## src/rtl/lsu_pkg.sv

```systemverilog
// Shared types and funct3 encodings for the load/store unit.
package lsu_pkg;

    typedef enum logic [1:0] {
        StIdle,
        StReq,
        StDone
    } lsu_state_e;

    localparam logic [2:0] F3_B  = 3'b000;
    localparam logic [2:0] F3_H  = 3'b001;
    localparam logic [2:0] F3_W  = 3'b010;
    localparam logic [2:0] F3_BU = 3'b100;
    localparam logic [2:0] F3_HU = 3'b101;

    // Illegal encoding (stores have no unsigned forms) or misaligned address.
    function automatic logic access_error(input logic [2:0] f3, input logic we,
                                          input logic [1:0] off);
        logic err;
        case (f3)
            F3_B:    err = 1'b0;
            F3_H:    err = off[0];
            F3_W:    err = (off != 2'b00);
            F3_BU:   err = we;
            F3_HU:   err = we | off[0];
            default: err = 1'b1;
        endcase
        return err;
    endfunction

endpackage

```

## src/rtl/lsu_align.sv

```systemverilog
// Byte-lane steering: store byte enables / replicated data, load lane extract and extend.
module lsu_align
    import lsu_pkg::*;
(
    input  logic [2:0]  i_funct3,
    input  logic [1:0]  i_offset,
    input  logic [31:0] i_wdata,
    input  logic [31:0] i_rdata,
    output logic [3:0]  o_be,
    output logic [31:0] o_wdata,
    output logic [31:0] o_rdata
);

    logic [31:0] w_shifted;

    always_comb begin
        w_shifted = i_rdata >> {i_offset, 3'b000};
        o_be      = 4'b1111;
        o_wdata   = i_wdata;
        o_rdata   = i_rdata;
        case (i_funct3)
            F3_B: begin
                o_be    = 4'b0001 << i_offset;
                o_wdata = {4{i_wdata[7:0]}};
                o_rdata = {{24{w_shifted[7]}}, w_shifted[7:0]};
            end
            F3_BU: begin
                o_be    = 4'b0001 << i_offset;
                o_wdata = {4{i_wdata[7:0]}};
                o_rdata = {24'h0, w_shifted[7:0]};
            end
            F3_H: begin
                o_be    = 4'b0011 << i_offset;
                o_wdata = {2{i_wdata[15:0]}};
                o_rdata = {{16{w_shifted[15]}}, w_shifted[15:0]};
            end
            F3_HU: begin
                o_be    = 4'b0011 << i_offset;
                o_wdata = {2{i_wdata[15:0]}};
                o_rdata = {16'h0, w_shifted[15:0]};
            end
            default: ;
        endcase
    end

endmodule

```

## src/rtl/load_store_unit.sv

```systemverilog
// Single-outstanding load/store unit: accepts one aligned access, drives a
// request/ack memory port with a timeout, and reports done/error pulses.
module load_store_unit
    import lsu_pkg::*;
#(
    parameter int unsigned TIMEOUT_CYCLES = 16
) (
    input  logic        clk,
    input  logic        reset,
    input  logic        ls_valid,
    input  logic        ls_we,
    input  logic [2:0]  funct3,
    input  logic [31:0] addr,
    input  logic [31:0] wdata,
    output logic        ls_stall,
    output logic        ls_done,
    output logic [31:0] load_data,
    output logic        ls_err,
    output logic        mem_req,
    output logic        mem_we,
    output logic [31:0] mem_addr,
    output logic [3:0]  mem_be,
    output logic [31:0] mem_wdata,
    input  logic        mem_ack,
    input  logic [31:0] mem_rdata
);

    localparam int unsigned CntW = $clog2(TIMEOUT_CYCLES + 1);

    lsu_state_e    r_state, w_state_next;
    logic [31:0]   r_addr, r_wdata, r_load_data;
    logic [2:0]    r_funct3;
    logic          r_we, r_err;
    logic [CntW-1:0] r_cnt;

    logic          w_idle, w_idle_err, w_accept, w_timeout;
    logic [31:0]   w_rdata_ext;

    assign w_idle     = (r_state == StIdle);
    assign w_idle_err = w_idle & ls_valid & access_error(funct3, ls_we, addr[1:0]);
    assign w_accept   = w_idle & ls_valid & ~w_idle_err;
    // Last permitted REQ cycle with no ack; an ack in this cycle still wins.
    assign w_timeout  = (r_state == StReq) & ~mem_ack &
                        (r_cnt == CntW'(TIMEOUT_CYCLES - 1));

    lsu_align u_align (
        .i_funct3 (r_funct3),
        .i_offset (r_addr[1:0]),
        .i_wdata  (r_wdata),
        .i_rdata  (mem_rdata),
        .o_be     (mem_be),
        .o_wdata  (mem_wdata),
        .o_rdata  (w_rdata_ext)
    );

    always_ff @(posedge clk) begin
        if (reset) begin
            r_state     <= StIdle;
            r_addr      <= '0;
            r_wdata     <= '0;
            r_funct3    <= '0;
            r_we        <= 1'b0;
            r_err       <= 1'b0;
            r_cnt       <= '0;
            r_load_data <= '0;
        end else begin
            r_state <= w_state_next;
            case (r_state)
                StIdle: begin
                    if (w_accept) begin
                        r_addr      <= addr;
                        r_wdata     <= wdata;
                        r_funct3    <= funct3;
                        r_we        <= ls_we;
                        r_err       <= 1'b0;
                        r_cnt       <= '0;
                        r_load_data <= '0;
                    end
                end
                StReq: begin
                    r_cnt <= r_cnt + CntW'(1);
                    if (mem_ack) begin
                        r_load_data <= r_we ? '0 : w_rdata_ext;
                    end else if (w_timeout) begin
                        r_err       <= 1'b1;
                        r_load_data <= '0;
                    end
                end
                default: ;
            endcase
        end
    end

    always_comb begin
        w_state_next = r_state;
        case (r_state)
            StIdle:  if (w_accept) w_state_next = StReq;
            StReq:   if (mem_ack || w_timeout) w_state_next = StDone;
            StDone:  w_state_next = StIdle;
            default: w_state_next = StIdle;
        endcase
    end

    always_comb begin
        mem_req   = (r_state == StReq);
        mem_we    = mem_req & r_we;
        mem_addr  = {r_addr[31:2], 2'b00};
        ls_done   = (r_state == StDone) | w_idle_err;
        ls_err    = ((r_state == StDone) & r_err) | w_idle_err;
        load_data = (r_state == StDone) ? r_load_data : '0;
        ls_stall  = ls_valid & (r_state != StDone) & ~w_idle_err;
    end

endmodule

```

## config.mk

```make
export PLATFORM = sky130hd
export DESIGN_NAME = load_store_unit
export DESIGN_NICKNAME = d
export VERILOG_FILES = /design/src/rtl/lsu_pkg.sv /design/src/rtl/lsu_align.sv /design/src/rtl/load_store_unit.sv
export SDC_FILE = /design/constraint.sdc
export NUM_CORES = 1
export LEC_CHECK = 0
export BUFFER_PORTS_ARGS = -buffer_cell sky130_fd_sc_hd__buf_2
export CAP_MARGIN = 25
export CELL_PAD_IN_SITES_DETAIL_PLACEMENT = 0
export CELL_PAD_IN_SITES_GLOBAL_PLACEMENT = 1
export CORE_MARGIN = 2
export CORE_UTILIZATION = 35
export CTS_BUF_LIST = sky130_fd_sc_hd__clkbuf_8 sky130_fd_sc_hd__clkbuf_16
export DETAILED_ROUTE_END_ITERATION = 8
export PLACE_DENSITY_LB_ADDON = 0.1
export SLEW_MARGIN = 15
export SYNTH_ARGS = -nofsm -noshare
export SYNTH_HDL_FRONTEND = slang
export SYNTH_SLANG_ARGS = --single-unit
```

## constraint.sdc

```tcl
create_clock -name clk -period 4.8 [get_ports clk]
set_input_delay 0.24 -clock clk [delete_from_list [all_inputs] [get_ports clk]]
set_output_delay 0.24 -clock clk [all_outputs]
set_load 0.02 [all_outputs]
```

* Yosys cells after proc, flatten, opt, wreduce, memory -nomap -nowiden *
Index checks and enable logic that the tools add are counted.
W data, S select, Z words.

storage, ports and cells
  latch bits = 0
  bits in read-only memories = 0
  input bits = 104
  register bits after elaboration = 108
  memories kept = 0
  bits in writable memories = 0

operators by class
  bitwise operators = 14
  shift operators = 3
  $lt $le $gt $ge = 0
  reductions and logical operators = 13
  add/subtract/negate cells = 1
  div/mod/pow operators = 0
  eq/ne operators = 16
  multiply operators = 0
  mux-type cells = 19

operator list
  cell                   number
  $mux W32               5
  $pmux W32 S2           2
  $pmux W32 S4           1
  $shr A32 B5 Y16        1
  $eq A3 B3 Y1 const B   4
  $pmux W5 S2            1
  $and A1 B1 Y1          9
  $pmux W4 S2            1
  $eq A3 B1 Y1 const B   2
  $logic_not A3 Y1       2
  $ne A2 B1 Y1 const B   3
  $reduce_and A2 Y1      3
  $add A5 B1 Y5 const B  1
  $eq A5 B4 Y1 const B   1
  $mux W5                1
  $pmux W1 S5            1
  $mux W2                2
  $ne A2 B2 Y1 const B   2
  $pmux W2 S2            1
  $reduce_and A4 Y1      1
  $reduce_bool A2 Y1     2
  $reduce_or A2 Y1       2
  $shl A1 B2 Y4 const A  1
  $shl A2 B2 Y4 const A  1
  other kinds (11)       16

* Longest topological paths before layout *
Gate-level depths: netlist of the first run.

  depth in word-level cells = 7
  depth in mapped cells = 8
  gate-level depth less buffers = 7

* Hierarchy *
From an unflattened synthesis of the first run, not the netlist that was laid out.

second synthesis, totals
  cell total of the unflattened synthesis = 741
  area total of the unflattened synthesis = 5,768.0 µm²

modules (own cells, without submodules)
  module           seq. area each (µm²)  times used  area each (µm²)  cells each
  load_store_unit  2,162.1               1           4,439.3          561
  lsu_align        0.0                   1           1,328.8          180

* Least setup slack after synthesis of the first run *
OpenSTA, ideal clock, no wires.

  path kind = flip-flop to flip-flop
  start point = register r_cnt[0]
  end point = register r_load_data[13]
  cell stages (with the launch flop) = 9
  period minus slack after synthesis = 2.049 ns
  library setup time = 0.070 ns
  path buffers = 1
  required time = 4.730 ns
  data arrival time = 1.979 ns
  path slack = 2.751 ns
  cell sequence = dfxtp_1 ha_1 and3_1 ha_1 nor2_1 nor2_1 nor3_2 clkbuf_1 o2bb2ai_1

between the ends
  word-level cells in the longest chain between the ends = 4

ends and longest elaborated chain
  what                         line                   source
  from (decl)                  load_store_unit.sv:34  logic [CntW-1:0] r_cnt;
  from (signal assigned)       load_store_unit.sv:81  r_cnt <= r_cnt + CntW'(1);
  $eq A5 B4 Y1                 load_store_unit.sv:44  (r_cnt == CntW'(TIMEOUT_CYCLES - 1));
  $and A1 B1 Y1                load_store_unit.sv:43  assign w_timeout = (r_state == StReq) & ~mem_ack &
  $ne A3 B1 Y1 (no line)       --
  $reduce_and A3 Y1 (no line)  --
  to (signal assigned)         load_store_unit.sv:83  r_load_data <= r_we ? '0 : w_rdata_ext;
  to (decl)                    load_store_unit.sv:31  logic [31:0] r_addr, r_wdata, r_load_data;

No other way between the ends.
A chain may end at the register's enable or synchronous reset.

* Worst setup path in the final report of the first run *
  start point = register r_addr[1]
  end point = register r_load_data[16]

between the ends
  word-level cells in the longest chain between the ends = 5

ends and longest elaborated chain
  what                    line                   source
  from (decl)             load_store_unit.sv:31
  from (signal assigned)  load_store_unit.sv:71  r_addr <= addr;
  $shr A32 B5 Y16         lsu_align.sv:17        w_shifted = i_rdata >> {i_offset, 3'b000};
  $pmux W32 S4            lsu_align.sv:21        case (i_funct3)
  $mux W32                load_store_unit.sv:83
  $mux W32                load_store_unit.sv:82  if (mem_ack) begin
  $pmux W32 S2            load_store_unit.sv:68  case (r_state)

No other way between the ends.

==> impl_metrics.json, run 1 <==
{
  "post_cts_buffers": 0,
  "die-height_um": 128,
  "multi_input_area_um2": 2640,
  "p_leak_uw": 0.00278,
  "drt_iter0_markers": 275,
  "seq_power_share_pct": 47.5,
  "fillCellCount": 1577,
  "power_frac_clock_pct": 37.6,
  "synth_cells": 654,
  "relSlewSlack_pct": 34.8,
  "clock_path_buffers": 2,
  "min_from": "addr[10]",
  "slew_violations": 0,
  "fp.dieArea_um2": 16300,
  "rsz0062_at_grt": "false",
  "routed_wl_mm": 15.5,
  "gr-max-usage-layer": "met2",
  "gr-usage-met1_pct": 23.9,
  "sw_frac_of_total_pct": 27.9,
  "end_kind": "flip-flop",
  "synth_edf_count": 0,
  "avgSynthCellArea_um2": 8.16,
  "criticalPathCategory": "flip-flop to flip-flop",
  "grt_antenna_before_repair": 0,
  "portBuffers": 206,
  "startpoint": "r_addr[1]",
  "final.setup.tns_ns": 0,
  "cts.repair.resized": 0,
  "cts_tree": "done",
  "start_kind": "flip-flop",
  "p_int_uw": 1450,
  "timing.final.ws_setup_ns": 1.99,
  "tightestPinTransition_ns": 0.976,
  "hold_buffers": 0,
  "yosysSeqAreaShare_pct": 40.5,
  "place_ws_ns": 2.05,
  "core_um2": 15000,
  "synth_cell_types": 45,
  "synth_top_cell_by_area": "dfxtp_1",
  "h-tree-depth": 3,
  "met3_usage_pct": 4.27,
  "dpl_cell_area_um2": 6140,
  "peakVddDrop_mv": 0.160,
  "clock-root-buffer": "clkbuf_16",
  "dieWidth_um": 128,
  "critPathArrivalTime_ns": 3.02,
  "grtUsageTotal_pct": 18.7,
  "clkTransAtPathRegs_ns": 0.08,
  "reg2reg_from": "r_addr[1]",
  "drtAntennaViolNets": 0,
  "ys_seq_elements": 108,
  "period_minus_slack_ns": 2.81,
  "cts_made_buffers": 9,
  "maxCapViolCount": 0,
  "seq_area_um2": 2160,
  "cts.sinks": 108,
  "insertion_delay_ns": 0.35,
  "hp-class": "primary input to flip-flop",
  "rows": 45,
  "grt_max_degree": 84,
  "final_hold_viol_count": 0,
  "grt_pass1_vias": 4701,
  "start_util_pct": 35.5,
  "crit_required_ns": 5.00,
  "dp_hpwl_mm": 10.7,
  "grtUsageMet2_pct": 30.4,
  "grt_overflow": 0,
  "cp_max_fo": 22,
  "synth_area_um2": 5340,
  "netlist.area_leader.share_pct": 40.5,
  "grt_pass1_wl_mm": 24.3,
  "antenna_cells": 0,
  "yosysWarnings": 0,
  "postLayoutCellArea_um2": 6470,
  "combPwrFrac_pct": 14.9,
  "status": "finished clean",
  "clock_skew_ns": 0.00866,
  "layout.nets": 897,
  "async_flop_share_pct": 0,
  "area_growth_pct": 21.1,
  "fmax_mhz": 355,
  "drc_errors": 0,
  "viasPerCell": 5.07,
  "power.switching_uw": 558,
  "period_share_pct": 58.6,
  "powerDensity_nw_per_um2": 310,
  "wl_per_cell_um": 15.7,
  "synthFlopType": "dfxtp_1",
  "synth_area_leaders": "dfxtp_1 40%, nand2_1 10%, a21oi_1 7.2%, buf_4 6.3%, o2bb2ai_1 3.9%",
  "io_pins": 209,
  "setup_viol": 0,
  "gp_congestion": 0.896,
  "vias": 4990,
  "layout-drive-gt1-share_pct": 32.0,
  "drtPass1Iterations": 5
}
## critical path, stage by stage (launching register included)
cell	delay, ns
dfxtp_1	0.90
mux2_2	0.44
a22o_1	0.24
a2111oi_4	0.92
o2bb2ai_1	0.16
## metrics by stage
step | utilization [%] | hold WS, ns | total power, µW | instances
after floorplan | - | 0.376 | 1170 | 655
after global placement | 40.9 | 0.439 | 1270 | 967
after detailed placement | 40.9 | 0.438 | 1270 | 967
after CTS | 42.8 | 0.0989 | 2030 | 983
after global routing | 43.0 | 0.104 | 2100 | 984
final | 43.0 | 0.117 | 2000 | 984
## metal layers
layer | up-vias | part of all wire [%]
li1 | 2483 | -
met1 | 2323 | 44
met2 | 162 | 47
met3 | 22 | 6.5
met4 | 0 | 2.1
met5 | - | 0
## path summary, 6_finish.rpt
path	to	depth (start not counted)	slack (ns)
max	r_load_data[16]	4	1.99
min	r_addr[10]	3	0.12
max reg2reg	r_load_data[16]	4	1.99
min reg2reg	r_addr[31]	2	0.45
## cells in the mapped netlist (all sizes together) (3+ instances only)
library cell,count
a2111oi,7
a21oi,77
a221o,8
a2bb2oi,6
and2,33
and3,3
buf,52
clkbuf,37
dfxtp,108
inv,6
mux2,18
mux2i,17
nand2,149
nand2b,3
nand3,3
nor2,18
nor2b,6
nor3,5
o21ai,41
o22a,6
o2bb2ai,24
## cell type report
type                            count  area share [%]
Clock buffer                        9            3.48
Clock inverter                      7            1.08
Inverter                            6           0.348
Multi-Input combinational cell    452            40.8
Sequential cell                   108            33.4
Tap cell                          188            3.64
Timing Repair Buffer              214            17.2
## cell families (layout without fill, tap and decap cells)
group / count (synthesis) / after routing / share of synthesized area [%]
AND/OR/NAND/NOR: 230 / 230 / 19.5
AO/OA/AOI/OAI: 183 / 183 / 22.2
flip-flops: 108 / 108 / 40.5
buffers and inverters: 95 / 236 / 10.2
multiplexers: 35 / 35 / 7.05
adder cells (fa/ha/maj): 2 / 2 / 0.469
other: 1 / 2 / 0.0702
## registers in the layout, summed over array words and instances, names as in the netlist
| signal | cells |
|---|---|
| r_we | 1 |
| r_load_data | 32 |
| r_cnt | 5 |
| r_err | 1 |
| r_addr | 32 |
| r_state | 2 |
| r_funct3 | 3 |
| r_wdata | 32 |
## power groups by stage
| stage | Combinational, µW | Clock (µW) | Sequential, µW |
|---|---|---|---|
| finish | 299 | 752 | 952 |
| global route | 327 | 814 | 957 |
| CTS | 299 | 778 | 952 |
| detailed placement | 298 | 0 | 973 |
| global placement | 294 | 0 | 972 |
| floorplan | 211 | 0 | 963 |
## cell usage in the layout (no fill, tap or decap), drive strengths merged, types with 2 or more instances in the layout
| master | instances |
|---|---|
| a211oi | 2 |
| nor3 | 5 |
| nand2b | 3 |
| mux2 | 18 |
| a2bb2oi | 6 |
| o31ai | 2 |
| nor2b | 6 |
| conb | 2 |
| o21ai | 41 |
| clkbuf | 9 |
| a2111oi | 7 |
| nand2 | 149 |
| o21ba | 2 |
| a21oi | 77 |
| mux2i | 17 |
| nand3b | 2 |
| a221o | 8 |
| inv | 8 |
| a221oi | 2 |
| and3 | 3 |
| nand3 | 3 |
| clkinv | 2 |
| nor2 | 18 |
| nor3b | 2 |
| dfxtp | 108 |
| clkinvlp | 2 |
| and2 | 33 |
| buf | 214 |
| a22o | 2 |
| o22a | 6 |
| o2bb2ai | 24 |
| ha | 2 |
Power figures use the tool's default switching activity.
==> inputs of run 2 (changes only) <==
==> constraint.sdc (replaced) <==
create_clock -name clk -period 2.7 [get_ports clk]
set_input_delay 0.135 -clock clk [delete_from_list [all_inputs] [get_ports clk]]
set_output_delay 0.135 -clock clk [all_outputs]
set_load 0.02 [all_outputs]
==> run 2 against run 1 <==
Compared with the run above: design area increased by 0.44%; first-iteration DRC count increased by 9.1%; critical endpoint is now r_load_data[12]; hold slack got worse by 0.10 ns; fmax increased by 27%; critical path type unchanged; clock skew decreased by 0.0020 ns; combinational power increased by 82%; critical path depth unchanged.
==> impl_metrics.json, run 2 (same netlist as run 1, synthesis figures left out) <==
{
  "place_inst": 975,
  "drc_errors": 0,
  "peakVddDrop_mv": 0.262,
  "grt_max_degree": 76,
  "crit_required_ns": 3.00,
  "die-height_um": 128,
  "cp_max_fo": 21,
  "cts_made_buffers": 9,
  "rsz0062_at_grt": "false",
  "cts_tree": "done",
  "vias": 5064,
  "h-tree-depth": 3,
  "critPathArrivalTime_ns": 2.51,
  "drtAntennaViolNets": 0,
  "layout-drive-gt1-share_pct": 32.8,
  "hold_buffers": 0,
  "instances_no_fill": 992,
  "io_pins": 209,
  "final.setup.tns_ns": 0,
  "insertion_delay_ns": 0.35,
  "grt_overflow": 0,
  "dp_hpwl_mm": 10.9,
  "period_share_pct": 82.0,
  "grt_pass1_wl_mm": 24.6,
  "status": "finished clean",
  "clock_path_buffers": 2,
  "p_leak_uw": 0.00280,
  "layout.nets": 904,
  "end_kind": "flip-flop",
  "reg.largest.list": "r_addr x32, r_load_data x32, r_wdata x32",
  "portBuffers": 206,
  "relSlewSlack_pct": 33.4,
  "fp.dieArea_um2": 16300,
  "area_growth_pct": 21.7,
  "clock-root-buffer": "clkbuf_16",
  "gp_congestion": 0.807,
  "drt_iter0_markers": 300,
  "grt_antenna_before_repair": 1,
  "cts.sinks": 108,
  "drtPass1Iterations": 5,
  "routed_wl_mm": 15.5,
  "maxCapViolCount": 0,
  "final_common_cell": "buf_2",
  "viasPerCell": 5.10,
  "start_kind": "flip-flop",
  "start_util_pct": 35.5,
  "cts.repair.resized": 0,
  "rows": 45,
  "hp-class": "primary input to flip-flop",
  "period_minus_slack_ns": 2.21,
  "grt_pass1_vias": 4871,
  "setup_viol": 0,
  "dieWidth_um": 128,
  "clkTransAtPathRegs_ns": 0.07,
  "core_um2": 15000,
  "slew_violations": 0,
  "tightestPinTransition_ns": 0.995,
  "final_hold_viol_count": 0,
  "final_cell_mix": "206 x buf_2, 149 x nand2_1, 108 x dfxtp_1",
  "criticalPathCategory": "flip-flop to flip-flop",
  "fmax_mhz": 451,
  "grtUsageTotal_pct": 18.7,
  "powerDensity_nw_per_um2": 537,
  "clock_skew_ns": 0.00661,
  "wl_per_cell_um": 15.6,
  "post_cts_buffers": 0
}
-- run 2: cell types whose count changed in the layout (fill, tap and decap cells not counted) --
cell / delta
buf_12: +1
buf_4: +7
buf_16: -1
inv_1: -1
diode_2: +1
inv_6: +2
clkinv_2: +1
clkinvlp_4: -1
bufinv_16: -1
-- run 2: metal layers --
metal  global-route usage, %  wire length (µm)
met2                    31.5              7440
met3                    4.73              1080
met1                    23.4              6660
met4                    6.59               289
met5                       0                13
-- run 2: power breakdown --
group / switching [µW] / total [µW] / internal [µW]
clock network: 627 / 1260 / 632
registers: 38.9 / 1690 / 1650
logic: 334 / 543 / 209
total: 1000 / 3490 / 2490
-- run 2: path summary, 6_finish.rpt --
kind             start               to  slack [ns]  cells past startpoint
min           addr[26]       r_addr[26]        0.02                      3
max          r_addr[0]  r_load_data[12]        0.49                      4
max reg2reg  r_addr[0]  r_load_data[12]        0.49                      4
min reg2reg  r_addr[2]        r_addr[2]        0.45                      2
-- run 2: metrics by stage --
step | power [µW] | area, µm² | util [%] | worst slack, ns | hold slack (ns)
after floorplan | 2090 | 5340 | - | 0.651 | 0.271
after global placement | 2270 | 6220 | 41.4 | 0.598 | 0.376
after detailed placement | 2270 | 6220 | 41.4 | 0.541 | 0.383
after CTS | 3540 | 6490 | 43.2 | 0.507 | 0.00201
after global routing | 3660 | 6490 | 43.2 | 0.323 | 0.0106
final | 3490 | 6500 | 43.2 | 0.485 | 0.0165
-- run 2: critical path, stage by stage (launching register included) --
cell and delay (ns):
dfxtp_1 0.74, nor2b_1 0.56, a2bb2oi_1 0.15, a2111oi_0 0.53, a221o_1 0.18
-- run 2: area by class of cell --
cell class | instances | area [µm²]
Antenna cell | 1 | 2.50
Clock buffer | 9 | 225
Clock inverter | 7 | 51.3
Fill cell | 1616 | 8540
Inverter | 6 | 22.5
Multi-Input combinational cell | 452 | 2640
Sequential cell | 108 | 2160
Tap cell | 188 | 235
Timing Repair Buffer | 221 | 1160
